<file path="src/rtl/gl_inst_writer.sv">
// Producer side of the GL instruction BRAM ring: packs commands into header + operand words.
// Optional GL_INST_WRITER_STATS_EN adds the inst_count accepted-command counter port.
module gl_inst_writer #(
    parameter logic [31:0] BASE_ADDR = 32'd0,
    parameter int          DEPTH     = 256,
    localparam int         AW        = $clog2(DEPTH),
    localparam int         FW        = AW + 1
) (
    input  logic          clk,
    input  logic          reset,
    input  logic          cmd_valid,
    output logic          cmd_ready,
    input  logic [7:0]    cmd_opcode,
    input  logic [22:0]   cmd_imm,
    input  logic          cmd_type,
    input  logic [2:0]    cmd_nargs,
    input  logic          arg_valid,
    output logic          arg_ready,
    input  logic [31:0]   arg_data,
    output logic          wr_en,
    output logic [31:0]   wr_addr,
    output logic [31:0]   wr_data,
    input  logic          retire_en,
    input  logic [2:0]    retire_cnt,
    output logic [FW-1:0] free_words,
    output logic          err
`ifdef GL_INST_WRITER_STATS_EN
    ,
    output logic [31:0]   inst_count
`endif
);

    typedef enum logic {S_IDLE, S_ARGS} state_t;

    state_t          state;
    logic [AW-1:0]   wp;
    logic [2:0]      remaining;
    logic [2:0]      n_eff;
    logic            bad_nargs;
    logic [FW-1:0]   need;
    logic            cmd_fire;
    logic            arg_fire;
    logic [FW-1:0]   reserve;
    logic [FW:0]     credit_sum;
    logic            credit_ovf;
    logic            retire_zero;

    // Out-of-range operand counts are clamped so the ring layout stays consistent.
    assign bad_nargs = (cmd_nargs > 3'd4);
    assign n_eff     = bad_nargs ? 3'd4 : cmd_nargs;
    assign need      = FW'(n_eff) + FW'(1);

    assign cmd_ready = (state == S_IDLE) && (free_words >= need);
    assign arg_ready = (state == S_ARGS);
    assign cmd_fire  = cmd_valid && cmd_ready;
    assign arg_fire  = arg_valid && arg_ready;

    // Whole command's credits are reserved at accept time, so operands never stall on space.
    assign reserve     = cmd_fire ? need : '0;
    assign credit_sum  = {1'b0, free_words} - {1'b0, reserve}
                       + (retire_en ? (FW+1)'(retire_cnt) : '0);
    assign credit_ovf  = credit_sum > (FW+1)'(DEPTH);
    assign retire_zero = retire_en && (retire_cnt == 3'd0);

    always_ff @(posedge clk or posedge reset) begin
        if (reset) begin
            state      <= S_IDLE;
            wp         <= '0;
            remaining  <= '0;
            wr_en      <= 1'b0;
            wr_addr    <= BASE_ADDR;
            wr_data    <= '0;
            free_words <= FW'(DEPTH);
            err        <= 1'b0;
        end else begin
            wr_en <= cmd_fire || arg_fire;
            if (cmd_fire) begin
                wr_addr   <= BASE_ADDR + {{(32-AW){1'b0}}, wp};
                wr_data   <= {cmd_type, cmd_imm, cmd_opcode};
                wp        <= wp + AW'(1);
                remaining <= n_eff;
                if (n_eff != 3'd0) state <= S_ARGS;
            end else if (arg_fire) begin
                wr_addr   <= BASE_ADDR + {{(32-AW){1'b0}}, wp};
                wr_data   <= arg_data;
                wp        <= wp + AW'(1);
                remaining <= remaining - 3'd1;
                if (remaining == 3'd1) state <= S_IDLE;
            end
            free_words <= credit_ovf ? FW'(DEPTH) : credit_sum[FW-1:0];
            if ((cmd_fire && bad_nargs) || credit_ovf || retire_zero) err <= 1'b1;
        end
    end

`ifdef GL_INST_WRITER_STATS_EN
    always_ff @(posedge clk or posedge reset) begin
        if (reset)         inst_count <= '0;
        else if (cmd_fire) inst_count <= inst_count + 32'd1;
    end
`endif

endmodule

</file>
<file path="config.mk">
export PLATFORM = sky130hd
export DESIGN_NAME = gl_inst_writer
export DESIGN_NICKNAME = d
export VERILOG_FILES = /design/src/rtl/gl_inst_writer.sv
export SDC_FILE = /design/constraint.sdc
export NUM_CORES = 1
export LEC_CHECK = 0
export CORE_AREA = 2 2 131 69
export CTS_BUF_LIST = sky130_fd_sc_hd__clkbuf_8
export DETAILED_ROUTE_END_ITERATION = 6
export DIE_AREA = 0 0 133 71
export PLACE_DENSITY = 0.83
export SLEW_MARGIN = 20
export SYNTH_ARGS = -nofsm -noshare
export SYNTH_HDL_FRONTEND = slang
export SYNTH_SLANG_ARGS = --single-unit
</file>
<file path="constraint.sdc">
create_clock -name clk -period 4.9 [get_ports clk]
set_input_delay 1.225 -clock clk [delete_from_list [all_inputs] [get_ports clk]]
set_output_delay 1.225 -clock clk [all_outputs]
set_load 0.05 [all_outputs]
</file>
### Yosys cells after proc, flatten, opt, wreduce, memory -nomap -nowiden

Cells that the tools add are included.

* flip-flop bits (word level): 87
* input bits: 75
* output and inout port bits: 77
* logic and storage cells: 48

* $add $sub $neg: 5
* $lt $le $gt $ge: 3
* equal/unequal tests: 2
* multiplexer cells: 16
* bitwise gates (word level): 1
* reduce and logical (&&, ||, !) cells: 13

Operators by type and width (number)
* two-way mux 32 bit: 4
* two-way mux 8 bit: 2
* two-way mux 3 bit: 4
* adder 10 x 3 -> 10 bit: 1
* greater-than comparator 10 x 9 -> 1 bit (second input constant): 1
* subtractor 9 x 4 -> 10 bit: 1
* greater-or-equal comparator 9 x 4 -> 1 bit: 1
* two-way mux 9 bit: 1
* adder 8 x 1 -> 8 bit (second input constant): 1
* logical AND 1 bit: 5
* adder 3 x 1 -> 4 bit (second input constant): 1
* two-way mux 1 bit: 4
* two-way mux 4 bit: 1
* nonzero test 2 bit: 2
* equality test 3 x 1 -> 1 bit (second input constant): 1
* greater-than comparator 3 bit (second input constant): 1
* zero test 3 bit: 1
* logical OR 1 bit: 3
* AND reduction 3 bit: 1
* nonzero test 3 bit: 1
* subtractor 3 x 1 -> 3 bit (second input constant): 1
* != test 2 x 1 -> 1 bit (second input constant): 1
* inverter 1 bit: 1

### Logic depth before layout (Yosys ltp)

* depth in word-level cells: 12
* gate-level depth with buffers: 19
* depth with buffers taken out: 19

### Worst setup path after synthesis

Ideal clock, no wire load.

* kind: input to register
* from: input cmd_nargs[2]
* to: register err
* setup time: 0.136 ns
* arrival time: 5.381 ns
* required time: 4.764 ns
* setup slack: -0.617 ns
* cell stages on the path: 19
* buffers on the path: 1
* cell sequence: nand2b_1 inv_1 ha_1 xnor2_1 ha_1 nand4_1 o311a_1 a311oi_2 buf_2 and2_1 fa_1 inv_1 ha_1 a211oi_2 o31ai_2 o311a_1 a2111oi_2 a21oi_1 nand4b_1

* longest elaborated chain between the ends: 12
* elaborated cells on any way between the ends: 13
* those cells by class: add/sub (3); order compare (3); mux (2); reduce/logical (5)

Ends and longest elaborated chain
* start, declared: line 16 `input logic [2:0] cmd_nargs,`
* greater-than comparator 3 bit: line 49 `assign bad_nargs = (cmd_nargs > 3'd4);`
* two-way mux 3 bit: line 50 `assign n_eff = bad_nargs ? 3'd4 : cmd_nargs;`
* adder 3 x 1 -> 4 bit: line 51 `assign need = FW'(n_eff) + FW'(1);`
* greater-or-equal comparator 9 x 4 -> 1 bit: line 53 `assign cmd_ready = (state == S_IDLE) && (free_words >= need);`
* logical AND 1 bit: line 53
* logical AND 1 bit: line 55 `assign cmd_fire = cmd_valid && cmd_ready;`
* two-way mux 4 bit: line 59 `assign reserve = cmd_fire ? need : '0;`
* subtractor 9 x 4 -> 10 bit: line 60 `assign credit_sum = {1'b0, free_words} - {1'b0, reserve}`
* adder 10 x 3 -> 10 bit: line 61 `+ (retire_en ? (FW+1)'(retire_cnt) : '0);`
* greater-than comparator 10 x 9 -> 1 bit: line 62 `assign credit_ovf = credit_sum > (FW+1)'(DEPTH);`
* logical OR 1 bit * (2 in a row): line 91 `if ((cmd_fire && bad_nargs) || credit_ovf || retire_zero) err <= 1'b1;`
* end signal, assigned: line 74 `err <= 1'b0;`
* end signal, assigned: line 91
* end, declared: line 26 `output logic err`

Mark *: on every way between the ends. The rest lies on a longest branch, timed or not.
A chain may end at the register's enable or synchronous reset.

### Final worst setup path

* from: input cmd_nargs[2]
* to: register free_words[4]

* longest elaborated chain between the ends: 11

Ends and longest elaborated chain
* greater-than comparator 3 bit: line 49
* two-way mux 3 bit *: line 50
* adder 3 x 1 -> 4 bit *: line 51
* greater-or-equal comparator 9 x 4 -> 1 bit: line 53
* logical AND 1 bit: line 53
* logical AND 1 bit: line 55
* two-way mux 4 bit *: line 59
* subtractor 9 x 4 -> 10 bit *: line 60
* adder 10 x 3 -> 10 bit *: line 61
* greater-than comparator 10 x 9 -> 1 bit: line 62
* two-way mux 9 bit *: line 90 `free_words <= credit_ovf ? FW'(DEPTH) : credit_sum[FW-1:0];`
* end signal, assigned: line 73 `free_words <= FW'(DEPTH);`
* end signal, assigned: line 90
* end, declared: line 25 `output logic [FW-1:0] free_words,`

Marks and branches as above.

==> flow_summary.yaml <==
drt:
  vias_per_cell: 5.044
  drc: 0
  drtIter0Drc: 155
  ant_nets: 0
  wl_per_cell_microns: 15.96
  vias: 3319
  firstDrtPassIters: 4
  routed_wl_mm: 10.50
logic_synthesis:
  netlist_area_sq_um: 3682
  ys.flop_type: "dfrtp_1"
  synth-simple-area-share_pct: 17.60
  synthAdderAreaFrac_pct: 10.13
  ys_ff_latch: 63
  synth_mux_area_share_pct: 1.801
  yosysSeqAreaShare_pct: 42.85
  synthArstFlopShare_pct: 100.0
  synth_cells: 381
  syn_area_per_cell_sq_um: 9.665
  yosys_warnings: 0
  ys_types: 52
  synth_compound_area_share_pct: 14.37
  synth_edf_count: 0
  synth_xor_xnor_area_share_pct: 3.296
  synth_top_family_by_area: "simple AND/OR/NAND/NOR gates"
sta:
  min_period_ns: 5.037
  clock_skew_ns: 0.004248
  hold_slack_ns: 0.4658
  finalHoldViolCount: 0
  fmax_ghz: 0.1985
  setup_ws_ns: -0.1369
  finalSetupViolCount: 8
  grt_setup_unrepaired: "true"
  slew_headroom_pct: 59.29
  fin_crit_sh_pct: 102.8
  slew_viol_final: 0
  tightest_slew_ns: 0.6097
pwr:
  clock_power_share_pct: 11.5
  switchingPower_mw: 2.072
  p_per_area_nw_per_um2: 743.3
  cellLeakagePower_nw: 2.564
  p_sw_share_pct: 49.14
  p_seq_share_pct: 21.8
  p_int_mw: 2.145
  combinationalPowerShare_pct: 66.8
  ir_drop_mv: 0.3965
global_route:
  grt_pass1_vias: 3397
  antenna_found_initial: 0
  grt_max_degree: 40
  gr-total-overflow: 0
  grt_use_total_pct: 22.07
  grt_pass1_wl_mm: 16.49
setup_path:
  crit_buf_inv: 3
  crit_path_cell_trace: "buf_6 > nand2b_4 > ha_4 > inv_2 > ha_4 > nand2b_4 > o311a_1 > a311oi_4 > and2_4 > ha_1 > inv_1 > ha_2 > fa_2 > a21oi_2 > nor3_1 > or3b_4 > a2111oi_4 > a21oi_2 > nor4b_2"
  cp.depth: 19
  path_class: "in -> reg"
  worstPathMaxFanout: 5
  start_kind: "input pin"
  cp.required_ns: 5.15
  cp_top_family: "compound AO/OA/AOI/OAI gates"
  end_kind: "flop"
  crit_arrival_ns: 5.29
  cpMaxStageDelayCell: "fa_2"
  r2r_cells: 16
  rrSetupSlack_ns: 0.83
  cpPeakStageDelay_ns: 0.43
floorplan:
  fp-row-count: 24
  die_h_microns: 71
  ios: 152
  dieArea_sq_um: 9443
  die_x_microns: 133
  core_area_sq_um: 8378
  initial_core_util_pct: 43.95
place:
  routabilityCongestion: 0.9291
  hpwlAfterDp_mm: 7.503
  port_buffers: 127
  place_area_sq_um: 5213
final_layout:
  fin_util_pct: 67.71
  antenna_cells: 0
  final_area_sq_um: 5673
  nets: 639
  layout-drive-gt1-share_pct: 18.11
  area_growth_pct: 54.06
flow_run:
  maxCapViolCount: 0
status:
  status: "finished, violations left"
  violations: "setup timing"
clock_network:
  cts-buffers-inserted: 9
  path_clk_slew_ns: 0.07
  cts_max_path_buffers: 2
  clock_sinks: 63
  htreeDepth: 3
  cts-root-buf: "clkbuf_8"
  clock_latency_ns: 0.34
  cts_tree: "built"
hold_path:
  hold_path_class: "reg -> reg"
  min_path_cells: 2
==> what timing repair did <==
action                     in CTS  in global routing
resized for setup              30                 15
pin swaps                      12                 10
hold buffers                    0                  0
setup buffers                   8                  4
hold endpoints to repair        0                  0
setup endpoints to repair      10                 10
==> per-layer routing <==
layer	global-route usage, %	vias to the layer above	share of wire [%]
met2	37.25	107	46
met5	0	-	0
li1	-	1585	-
met3	6.022	8	6.6
met4	4.659	0	0.72
met1	28.89	1619	47
==> synth_stat cells (3+ instances only) <==
master    instances  share of area (%)
and2_1            3               0.51
nand2_1          89                9.1
buf_4            24                4.9
o211ai_1          3               0.61
fa_1              3                1.6
nor2b_1           5               0.85
o21ai_0           3               0.41
clkbuf_1         11                1.1
o21bai_1          3               0.61
mux2_1            5                1.5
dfrtp_1          62                 42
buf_2             5               0.68
nand2b_1          6                1.0
nor3_1            3               0.41
and3b_1           3               0.71
xnor2_1          10                2.4
inv_1            26                2.7
a21oi_1           9                1.2
and3_1            5               0.85
nand4_1           6                1.0
a32oi_1          32                7.6
ha_1             25                8.5
nor2_1            6               0.61
==> stage by stage <==
| stage | power [mW] | worst slack [ns] | cells | TNS (ns) |
|---|---|---|---|---|
| 2_1_floorplan | 2.614 | -0.3465 | 404 | -2.343 |
| 3_3_place_gp | 3.413 | -0.8119 | 630 | -7.303 |
| 3_5_place_dp | 3.489 | -0.9613 | 630 | -8.468 |
| 4_1_cts | 4.074 | -0.04979 | 654 | -0.1216 |
| 5_1_grt | 4.455 | -0.2729 | 658 | -1.747 |
| 6_report | 4.217 | -0.1369 | 658 | -0.6257 |
==> placed cells by master (no fill, tap or decap), types with 8 or more instances in the layout <==
master	n
a32oi_1	32
nand2_1	89
xnor2_1	8
ha_1	18
dfrtp_1	62
clkdlybuf4s50_1	123
buf_4	34
conb_1	25
clkbuf_8	9
inv_1	22
==> registers in the layout (all words and copies together), names as in the netlist <==
register	flops
err	1
wp	8
wr_data	32
free_words	9
remaining	3
wr_addr	8
wr_en	1
arg_ready	1
==> power groups by stage <==
stage	sequential, mW	clock (mW)	combinational (mW)
after detailed placement	0.924	0	2.57
after global routing	0.950	0.519	2.99
after CTS	0.917	0.493	2.66
after global placement	0.912	0	2.50
final	0.918	0.484	2.82
after floorplan	1.55	0	1.06
==> cell type report <==
class,instances,area [sq um]
Sequential cell,63,1578
Tap cell,117,146.4
Clock buffer,9,123.9
Multi-Input combinational cell,273,2087
Inverter,27,103.9
Timing Repair Buffer,162,1545
Clock inverter,7,88.84
Fill cell,655,2705
==> worst reg2reg max path, stage by stage (launching register included) <==
cell       delay, ns
dfrtp_1         0.43
inv_1           0.07
ha_1            0.28
nand4_1         0.09
o311a_1         0.35
a311oi_4        0.40
and2_4          0.22
ha_1            0.14
inv_1           0.05
ha_2            0.19
fa_2            0.43
a21oi_2         0.17
nor3_1          0.07
or3b_4          0.40
a2111oi_4       0.35
a21oi_2         0.11
nor4b_2         0.25
==> final timing paths <==
path | startpoint | endpoint
max | cmd_nargs[2] | free_words[4]
min | wr_data[19] | wr_data[19]
max reg2reg | free_words[0] | free_words[4]
min reg2reg | wr_data[19] | wr_data[19]
max in group asynchronous | reset | wr_en
min in group asynchronous | reset | free_words[6]
==> cells by family (layout without fill, tap and decap cells) <==
family	after synthesis	count (layout)
AO/OA/AOI/OAI	64	64
XOR/XNOR	13	13
adder cells (fa/ha/maj)	28	28
buffers and inverters	68	205
flip-flops	63	63
multiplexers	6	6
other	2	25
AND/OR/NAND/NOR	137	137
Power figures use the tool's default switching activity.
